**src/rtl/seg7_scan_driver.sv**
```systemverilog
// seg7_scan_driver
//   Multiplexed driver for a common-anode seven-segment display. Advances one
//   digit per rising edge of the divided 1 kHz clock, blanks every digit for
//   BLANK_CYCLES after each digit change to suppress ghosting, and shows digits
//   decoded from a snapshot of the inputs taken at the start of every frame.
//
// Ports
//   CLK       system clock (rising edge)
//   RST_N     asynchronous active-low reset
//   CLK_1K    divided scan clock, asynchronous; synchronised internally
//   VALUE     packed hex digits, VALUE[3:0] = digit 0 (rightmost)
//   DP        per-digit decimal-point request, active-high
//   LZ_BLANK  leading-zero blanking enable
//   SEG_N     segments g..a, active-low
//   DP_N      decimal point, active-low
//   AN_N      anode enables, active-low, one-hot-low or all high
//   FRAME     one-cycle pulse when digit 0 of a new frame is selected
module seg7_scan_driver #(
  parameter int NUM_DIGITS   = 4,
  parameter int BLANK_CYCLES = 50
) (
  input  logic                    CLK,
  input  logic                    RST_N,
  input  logic                    CLK_1K,
  input  logic [4*NUM_DIGITS-1:0] VALUE,
  input  logic [NUM_DIGITS-1:0]   DP,
  input  logic                    LZ_BLANK,
  output logic [6:0]              SEG_N,
  output logic                    DP_N,
  output logic [NUM_DIGITS-1:0]   AN_N,
  output logic                    FRAME
);
  localparam int IW = (NUM_DIGITS > 1) ? $clog2(NUM_DIGITS) : 1;
  localparam int CW = $clog2(BLANK_CYCLES + 1);
  localparam logic [IW-1:0] LAST_IDX   = IW'(NUM_DIGITS - 1);
  localparam logic [CW-1:0] BLANK_LOAD = CW'(BLANK_CYCLES - 1);

  typedef enum logic [1:0] {WAIT, BLANK, SHOW} state_t;

  // Active-high g..a pattern for one hex nibble.
  function automatic logic [6:0] hex_to_seg(input logic [3:0] n);
    case (n)
      4'h0: hex_to_seg = 7'h3F;  4'h1: hex_to_seg = 7'h06;
      4'h2: hex_to_seg = 7'h5B;  4'h3: hex_to_seg = 7'h4F;
      4'h4: hex_to_seg = 7'h66;  4'h5: hex_to_seg = 7'h6D;
      4'h6: hex_to_seg = 7'h7D;  4'h7: hex_to_seg = 7'h07;
      4'h8: hex_to_seg = 7'h7F;  4'h9: hex_to_seg = 7'h6F;
      4'hA: hex_to_seg = 7'h77;  4'hB: hex_to_seg = 7'h7C;
      4'hC: hex_to_seg = 7'h39;  4'hD: hex_to_seg = 7'h5E;
      4'hE: hex_to_seg = 7'h79;  default: hex_to_seg = 7'h71;
    endcase
  endfunction

  // Synchroniser + edge detector as one shift register:
  // [0]=sync1, [1]=sync2, [2]=previous sync2.
  logic [2:0] sync_pipe;
  logic       tick;

  always_ff @(posedge CLK or negedge RST_N)
    if (!RST_N) sync_pipe <= '0;
    else        sync_pipe <= {sync_pipe[1:0], CLK_1K};

  assign tick = sync_pipe[1] & ~sync_pipe[2];

  state_t                  state, state_d;
  logic [CW-1:0]           cnt, cnt_d;
  logic [IW-1:0]           idx, idx_d;
  logic [4*NUM_DIGITS-1:0] sh_val, sh_val_d;
  logic [NUM_DIGITS-1:0]   sh_dp, sh_dp_d;
  logic                    sh_lz, sh_lz_d;
  logic                    snap;

  // Next state. A tick always wins: it advances the digit and (re)starts the
  // blank interval, whatever state we are in.
  always_comb begin
    state_d = state;
    cnt_d   = cnt;
    idx_d   = idx;
    snap    = 1'b0;
    if (tick) begin
      state_d = BLANK;
      cnt_d   = BLANK_LOAD;
      idx_d   = (idx == LAST_IDX) ? '0 : idx + 1'b1;
      snap    = (idx == LAST_IDX);
    end else if (state == BLANK) begin
      if (cnt == '0) state_d = SHOW;
      else           cnt_d   = cnt - 1'b1;
    end
  end

  assign sh_val_d = snap ? VALUE    : sh_val;
  assign sh_dp_d  = snap ? DP       : sh_dp;
  assign sh_lz_d  = snap ? LZ_BLANK : sh_lz;

  // Outputs are computed from the next-state values so the registered
  // outputs line up with the state they belong to.
  logic [6:0]            seg_n_d;
  logic                  dp_n_d;
  logic [NUM_DIGITS-1:0] an_n_d;
  logic [3:0]            nib;
  logic                  upper_zero, lz_hit;

  always_comb begin
    nib        = sh_val_d[4*int'(idx_d) +: 4];
    upper_zero = 1'b1;
    lz_hit     = 1'b0;
    // Walk from the leftmost digit down; a digit is blanked when it and every
    // digit to its left are zero. Digit 0 is never reached, so never blanked.
    for (int i = NUM_DIGITS - 1; i >= 1; i--) begin
      upper_zero = upper_zero & (sh_val_d[4*i +: 4] == 4'h0);
      if (int'(idx_d) == i) lz_hit = upper_zero;
    end
    lz_hit = lz_hit & sh_lz_d;

    seg_n_d = 7'h7F;
    dp_n_d  = 1'b1;
    an_n_d  = '1;
    if (state_d == SHOW) begin
      an_n_d  = ~(NUM_DIGITS'(1) << idx_d);
      seg_n_d = lz_hit ? 7'h7F : ~hex_to_seg(nib);
      dp_n_d  = ~sh_dp_d[idx_d];
    end
  end

  always_ff @(posedge CLK or negedge RST_N)
    if (!RST_N) begin
      state  <= WAIT;
      cnt    <= '0;
      idx    <= LAST_IDX;
      sh_val <= '0;
      sh_dp  <= '0;
      sh_lz  <= 1'b0;
      SEG_N  <= 7'h7F;
      DP_N   <= 1'b1;
      AN_N   <= '1;
      FRAME  <= 1'b0;
    end else begin
      state  <= state_d;
      cnt    <= cnt_d;
      idx    <= idx_d;
      sh_val <= sh_val_d;
      sh_dp  <= sh_dp_d;
      sh_lz  <= sh_lz_d;
      SEG_N  <= seg_n_d;
      DP_N   <= dp_n_d;
      AN_N   <= an_n_d;
      FRAME  <= snap;
    end

endmodule

```
**config.mk**
```make
export PLATFORM = sky130hd
export DESIGN_NAME = seg7_scan_driver
export DESIGN_NICKNAME = d
export VERILOG_FILES = /design/src/rtl/seg7_scan_driver.sv
export SDC_FILE = /design/constraint.sdc
export NUM_CORES = 1
export LEC_CHECK = 0
export ABC_AREA = 1
export ABC_CLOCK_PERIOD_IN_PS = 3200
export CORE_MARGIN = 4
export CORE_UTILIZATION = 54
export DETAILED_ROUTE_END_ITERATION = 7
export PLACE_DENSITY_LB_ADDON = 0.1
export SLEW_MARGIN = 10
export SYNTH_ARGS = -nofsm -noshare
export SYNTH_HDL_FRONTEND = slang
export SYNTH_SLANG_ARGS = --single-unit
```
**constraint.sdc**
```tcl
create_clock -name CLK -period 3.2 [get_ports CLK]
set_clock_uncertainty 0.1 [all_clocks]
set_input_delay 0.8 -clock CLK [delete_from_list [all_inputs] [get_ports CLK]]
set_output_delay 0.8 -clock CLK [all_outputs]
set_load 0.03 [all_outputs]
```
==> results of run 1 <==
[registers in the layout (all words and copies together), names as in the netlist]
signal	cells
FRAME	1
sync_pipe	3
DP_N	1
sh_dp	4
sh_lz	1
state	2
idx	2
sh_val	16
SEG_N	7
cnt	6
AN_N	4
[power breakdown]
group	switching (mW)	leakage (nW)	total (mW)	internal, mW
Clock	0.203	0.0581	0.436	0.233
Sequential	0.0789	0.536	0.899	0.820
Combinational	0.954	0.914	1.45	0.492
Total	1.24	1.51	2.78	1.54
[cells in the final DEF, fill, tap and decap left out, types with 2 or more instances in the layout]
master           count
ha_1                 9
clkdlybuf4s50_1     35
o21ai_0              3
dfstp_2             14
nand3_1             37
buf_4                3
nor2_1              15
clkbuf_8             5
nand2_4              6
inv_2                3
nor2_4               3
nand4_1             16
nand3b_1             2
dfrtp_1             33
nand2_1            119
inv_1               27
o21ai_1              2
nor2_2               7
nand2_2              2
a21oi_1              5
[logic make-up (layout without fill, tap and decap cells)]
logic type,Yosys count,count (layout)
AND/OR/NAND/NOR,209,209
adder cells (fa/ha/maj),9,9
AO/OA/AOI/OAI,13,13
flip-flops,47,47
buffers and inverters,39,78
[per-layer routing]
| metal | global-route usage | part of all wire | up-vias | wire (um) |
|---|---|---|---|---|
| li1 | - | - | 1088 | - |
| met1 | 0.280 | 0.46 | 992 | 2490 |
| met2 | 0.314 | 0.48 | 56 | 2600 |
| met3 | 0.0445 | 0.050 | 11 | 271 |
| met4 | 0.0652 | 0.018 | 0 | 100 |
| met5 | 0 | 0 | - | 0 |
[through the flow]
step / area [um^2] / worst slack [ns] / hold WS [ns] / utilization
finish: 3040 / 0.658 / 0.253 / 0.679
floorplan: 2550 / 0.911 / 0.231 / -
global route: 3040 / 0.410 / 0.262 / 0.679
global placement: 2920 / 0.610 / 0.234 / 0.654
detailed placement: 2920 / 0.552 / 0.236 / 0.654
CTS: 3040 / 0.667 / 0.256 / 0.679
[layout make-up]
type | count | area [um^2] | share of cell area
Timing Repair Buffer | 39 | 378 | 0.124
Tap cell | 52 | 65.1 | 0.0214
Clock inverter | 3 | 43.8 | 0.0144
Clock buffer | 5 | 68.8 | 0.0227
Multi-Input combinational cell | 231 | 1170 | 0.385
Inverter | 31 | 119 | 0.0391
Sequential cell | 47 | 1190 | 0.393
[worst paths after layout]
kind | endpoint | cells after the start
worst min register to register | sync_pipe[1] | 0
worst max-delay path | SEG_N[3] | 13
worst max register to register | SEG_N[3] | 13
min in group asynchronous | cnt[0] | 1
worst min-delay path | sync_pipe[1] | 0
max in group asynchronous | SEG_N[1] | 2
==> metrics.md, run 1 <==
| Metric | Value |
|---|---|
| Run status | finished, final reports clean |
| FFs w/ async S/R, synth | 1.00 |
| Tmin final | 2.54 ns |
| YS warnings | 0 |
| Min-delay src | sync_pipe[0] |
| Initial Util | 0.570 |
| Pwr Density | 915 nW/um^2 |
| Synth top cells by count | 119 x nand2_1, 37 x nand3_1, 33 x dfrtp_1 |
| H-tree depth | 2 |
| Top cell type's share of synthesized area | 0.324 |
| Number of global-route vias before repair | 2006 |
| Post-CTS Setup Inserts | 0 |
| CTS clk-pin slew, worst paths | 0.08 ns |
| Max Clk Rate | 393 MHz |
| Proportion of synthesized area in mux cells | 0 |
| VDD IR max | 0.548 mV |
| CP Class | reg -> reg |
| WL final | 5460 um |
| Worst Path Required | 3.32 ns |
| FILL cells | 380 |
| Initial antenna violation count | 0 |
| Max-Cap Viols | 0 |
| Via count | 2147 |
| Setup crit start kind | flop |
| Crit path DAT | 2.66 ns |
| Synth Area in Compound Gates | 0.0280 |
| Port Buffer Count | 36 |
| Die width | 76.7 um |
| Most common cell on crit path | nand2_1 |
| Commonest register cell after synthesis | dfrtp_1 |
| Clk root buf | clkbuf_8 |
| Relative slew slack | 0.407 |
| Number of diodes | 0 |
| Final setup viols | 0 |
| Seq/Total Area, Yosys | 0.468 |
| All-Layer GR Usage | 0.202 |
| Wire length per cell | 13.4 um |
| DR iter-0 viols | 135 |
| Cell Count, Final, Fillers Out | 408 |
| CTS tree | yes |
| Largest family of logic cells by synthesized area | simple AND/OR/NAND/NOR gates |
| Placer Congestion | 0.829 |
| Clk sinks | 47 |
| CP max stage delay | 0.57 ns |
| DR vias/cell | 5.26 |
| Flop-to-flop setup slack | 0.66 ns |
| Worst-Skew Late Latency | 0.31 ns |
| Post-Synth Adder-Cell Area | 0.0441 |
| Global route overflow | 0 |
| Antenna Nets Post-Route | 0 |
| Core footprint | 4470 um^2 |
| CTS resizes | 0 |
| Crit-path cells | ha_1 -> nand3_4 -> nand2_1 -> nand2_1 -> nand3_1 -> nand2_1 -> nor2_2 -> inv_1 -> ha_1 -> nand2_1 -> nand2_1 -> nand2_1 -> nand3_1 |
| Post-Synth XOR/XNOR Area | 0 |
| Nets@finish | 388 |
| Fin Setup TNS | 0 ns |
| Net Count, Synth | 350 |
| Tot Pwr | 2.78 mW |
| Pre-Repair DR Iteration Count | 4 |
| Largest net degree at the start of global routing | 42 |
| Static leakage | 1.51 nW |
| CP bufs+invs | 1 |
| Total CTS buffers | 5 |
| Max FO, Critical Path | 26 |
| Cell area after synthesis | 2550 um^2 |
| First-pass GRT wire length | 9590 um |
| Height of the chip | 76.7 um |
| Area Growth Syn to Fin | 19.0% |
| Fraction of layout cells with a size suffix above 1 | 0.140 |
| Worst Setup End Kind | flop |
| Worst-case clock buffer depth | 2 |
| DRC | 0 |
| Most common cell in the netlist | nand2_1 |
| Pins Over Slew Limit | 0 |
| # hold bufs at CTS | 0 |
| Top delay family on crit path | simple AND/OR/NAND/NOR gates |
| Fin crit share | 0.795 |
| Crit Reg-Reg Startpoint | idx[0] |
| Dpl cells | 400 |
| RSZ-0062 raised after global routing | no |
| Largest cells by area after synthesis | dfrtp_1 32%, nand2_1 18%, dfstp_2 14%, nand3_1 7.3%, ha_1 4.4% |
| Average size of a mapped cell | 8.05 um^2 |
| Hold Vio Cnt, Final | 0 |
| I/O pin cnt | 37 |
| Die area | 5890 um^2 |
| Synth unique cells | 26 |
| Post-synth EDFFs | 0 |
| Post-DP HPWL | 3950 um |
| Min-delay worst type | reg -> reg |
| Row Count | 24 |
| Synth Area in Simple Gates | 0.386 |
| Slowest CP cell | dfstp_2 |
| Seq cells post-synth | 47 |
| Synth area leader | dfrtp_1 |
| Worst Max-Slew Pin Slew | 0.889 ns |
| Post-Synthesis Cells | 317 |
| CP startpoint | idx[0] |
Power figures use the tool's default switching activity.
==> run 2: changes to the inputs <==
--- a/config.mk
+++ b/config.mk
@@ -6,7 +6,7 @@
 export NUM_CORES = 1
 export LEC_CHECK = 0
 export ABC_AREA = 1
-export ABC_CLOCK_PERIOD_IN_PS = 3200
+export ABC_CLOCK_PERIOD_IN_PS = 2400
 export CORE_MARGIN = 4
 export CORE_UTILIZATION = 54
 export DETAILED_ROUTE_END_ITERATION = 7
==> constraint.sdc (replaced) <==
create_clock -name CLK -period 2.4 [get_ports CLK]
set_clock_uncertainty 0.1 [all_clocks]
set_input_delay 0.6 -clock CLK [delete_from_list [all_inputs] [get_ports CLK]]
set_output_delay 0.6 -clock CLK [all_outputs]
set_load 0.03 [all_outputs]
==> metrics.md, run 2 (same netlist as run 1, synthesis figures left out) <==
| Metric | Value |
|---|---|
| Slowest CP cell | dfstp_2 |
| Via count | 2225 |
| Flop-to-flop setup slack | 0.13 ns |
| DR iter-0 viols | 109 |
| Most common cell on crit path | nand2_1 |
| Die width | 76.7 um |
| Clk root buf | clkbuf_8 |
| Number of diodes | 0 |
| Run status | finished, final reports clean |
| I/O pin cnt | 37 |
| CP max stage delay | 0.59 ns |
| Tot Pwr | 4.04 mW |
| Setup crit start kind | flop |
| Fin crit share | 0.944 |
| Pre-Repair DR Iteration Count | 4 |
| CP bufs+invs | 2 |
| Worst Max-Slew Pin Slew | 0.509 ns |
| Largest register FFs | 16 |
| Hold WS | 0.147 ns |
| Worst-case clock buffer depth | 2 |
| Core footprint | 4470 um^2 |
| DRC | 0 |
| Die area | 5890 um^2 |
| CP startpoint | idx[0] |
| First-pass GRT wire length | 9890 um |
| Pins Over Slew Limit | 0 |
| Clk sinks | 47 |
| Crit-path cells | ha_1 -> inv_1 -> nand2_1 -> nand2_1 -> nand2_4 -> nor2_2 -> nand2_1 -> nand2_1 -> nor2_4 -> inv_1 -> ha_1 -> nand3b_1 -> nand3_1 -> nand3_1 |
| Post-DP HPWL | 4150 um |
| Wire length per cell | 13.8 um |
| Min-delay worst type | in -> async |
| Most common cell after layout, fill and taps aside | nand2_1 |
| Placement Setup Slack | -0.00175 ns |
| CP Class | reg -> reg |
| Hold Vio Cnt, Final | 0 |
| Total CTS buffers | 5 |
| Top delay family on crit path | simple AND/OR/NAND/NOR gates |
| Crit Reg-Reg Startpoint | idx[0] |
| Max-Cap Viols | 0 |
| CTS clk-pin slew, worst paths | 0.09 ns |
| Nets@finish | 406 |
| End of the worst register-to-register path | SEG_N[0] |
| Most flop-heavy register | sh_val |
| Tmin final | 2.27 ns |
| Max FO, Critical Path | 6 |
| DR vias/cell | 5.22 |
| Dpl cells | 410 |
| Register-to-Register Path Depth | 14 |
| Antenna Nets Post-Route | 0 |
| Worst Setup End Kind | flop |
| All-Layer GR Usage | 0.210 |
| H-tree depth | 2 |
| Relative slew slack | 0.660 |
| Worst Path Required | 2.54 ns |
| # hold bufs at CTS | 0 |
| Number of global-route vias before repair | 2144 |
| Setup ws final | 0.135 ns |
| Placer Congestion | 0.859 |
| Worst-Skew Late Latency | 0.31 ns |
| CTS tree | yes |
| Global route overflow | 0 |
| Static leakage | 1.61 nW |
| Initial antenna violation count | 0 |
| Largest net degree at the start of global routing | 29 |
| Area Growth Syn to Fin | 27.3% |
| Fraction of layout cells with a size suffix above 1 | 0.187 |
| Crit path DAT | 2.40 ns |
| Row Count | 24 |
| VDD IR max | 0.738 mV |
| Most frequent cells in the layout | 119 x nand2_1, 37 x nand3_1, 35 x clkdlybuf4s50_1, 32 x dfrtp_1, 27 x inv_1 |
| Max Clk Rate | 441 MHz |
| WL final | 5870 um |
| Top Registers | sh_val x16, SEG_N x7, cnt x6 |
| Cell Count, Final, Fillers Out | 426 |
| Initial Util | 0.570 |
| Height of the chip | 76.7 um |
| Port Buffer Count | 36 |
| Final setup viols | 0 |
| Pwr Density | 1240 nW/um^2 |
[run 2: worst max path at each step]
| stage | endpoint | slack [ns] | cells past startpoint |
|---|---|---|---|
| final | SEG_N[0] | 0.13 | 14 |
| after global routing | SEG_N[0] | -0.04 | 13 |
| after CTS | SEG_N[0] | 0.01 | 12 |
| after floorplan | SEG_N[3] | 0.11 | 15 |
| after detailed placement | SEG_N[0] | -0.002 | 11 |
| after global placement | SEG_N[0] | 0.04 | 14 |
[run 2: layer usage]
metal / up-vias / GRT usage / part of all wire / wire, um
li1: 1128 / - / - / -
met1: 1026 / 0.267 / 0.45 / 2650
met2: 59 / 0.361 / 0.47 / 2780
met3: 12 / 0.0410 / 0.055 / 322
met4: 0 / 0.0652 / 0.021 / 122
met5: - / 0 / 0 / 0
[run 2: what timing repair did]
item	in CTS	in global routing
hold endpoints to repair	0	0
resized for setup	0	8
buffers inserted	0	7
endpoints found under the setup margin	0	7
[run 2: power breakdown]
part | total (mW) | internal [mW] | switching, mW
combinational | 2.14 | 0.802 | 1.34
clock | 0.697 | 0.415 | 0.281
sequential | 1.20 | 1.09 | 0.110
[run 2: layout make-up]
cell class              count  area [um^2]
inverters                  31          119
clock inverters             3         67.6
clock buffers               5         68.8
multi-input cells         232         1200
well taps                  52         65.1
fillers                   351         1230
repair buffers             56          531
flip-flops and latches     47         1190
[run 2: stage by stage]
step | utilization | instance area (um^2) | setup TNS (ns)
6_report | 0.726 | 3250 | 0
5_1_grt | 0.726 | 3250 | -0.0722
4_1_cts | 0.704 | 3150 | 0
2_1_floorplan | - | 2550 | 0
3_3_place_gp | 0.673 | 3010 | 0
3_5_place_dp | 0.673 | 3010 | -0.00175
[run 2: worst reg2reg max path, delay by kind of cell (launching register included)]
family	cells	cell delay [ns]
fa+ha+maj	2	0.37
simple gates	10	0.97
flops	1	0.59
buf+inv	2	0.15
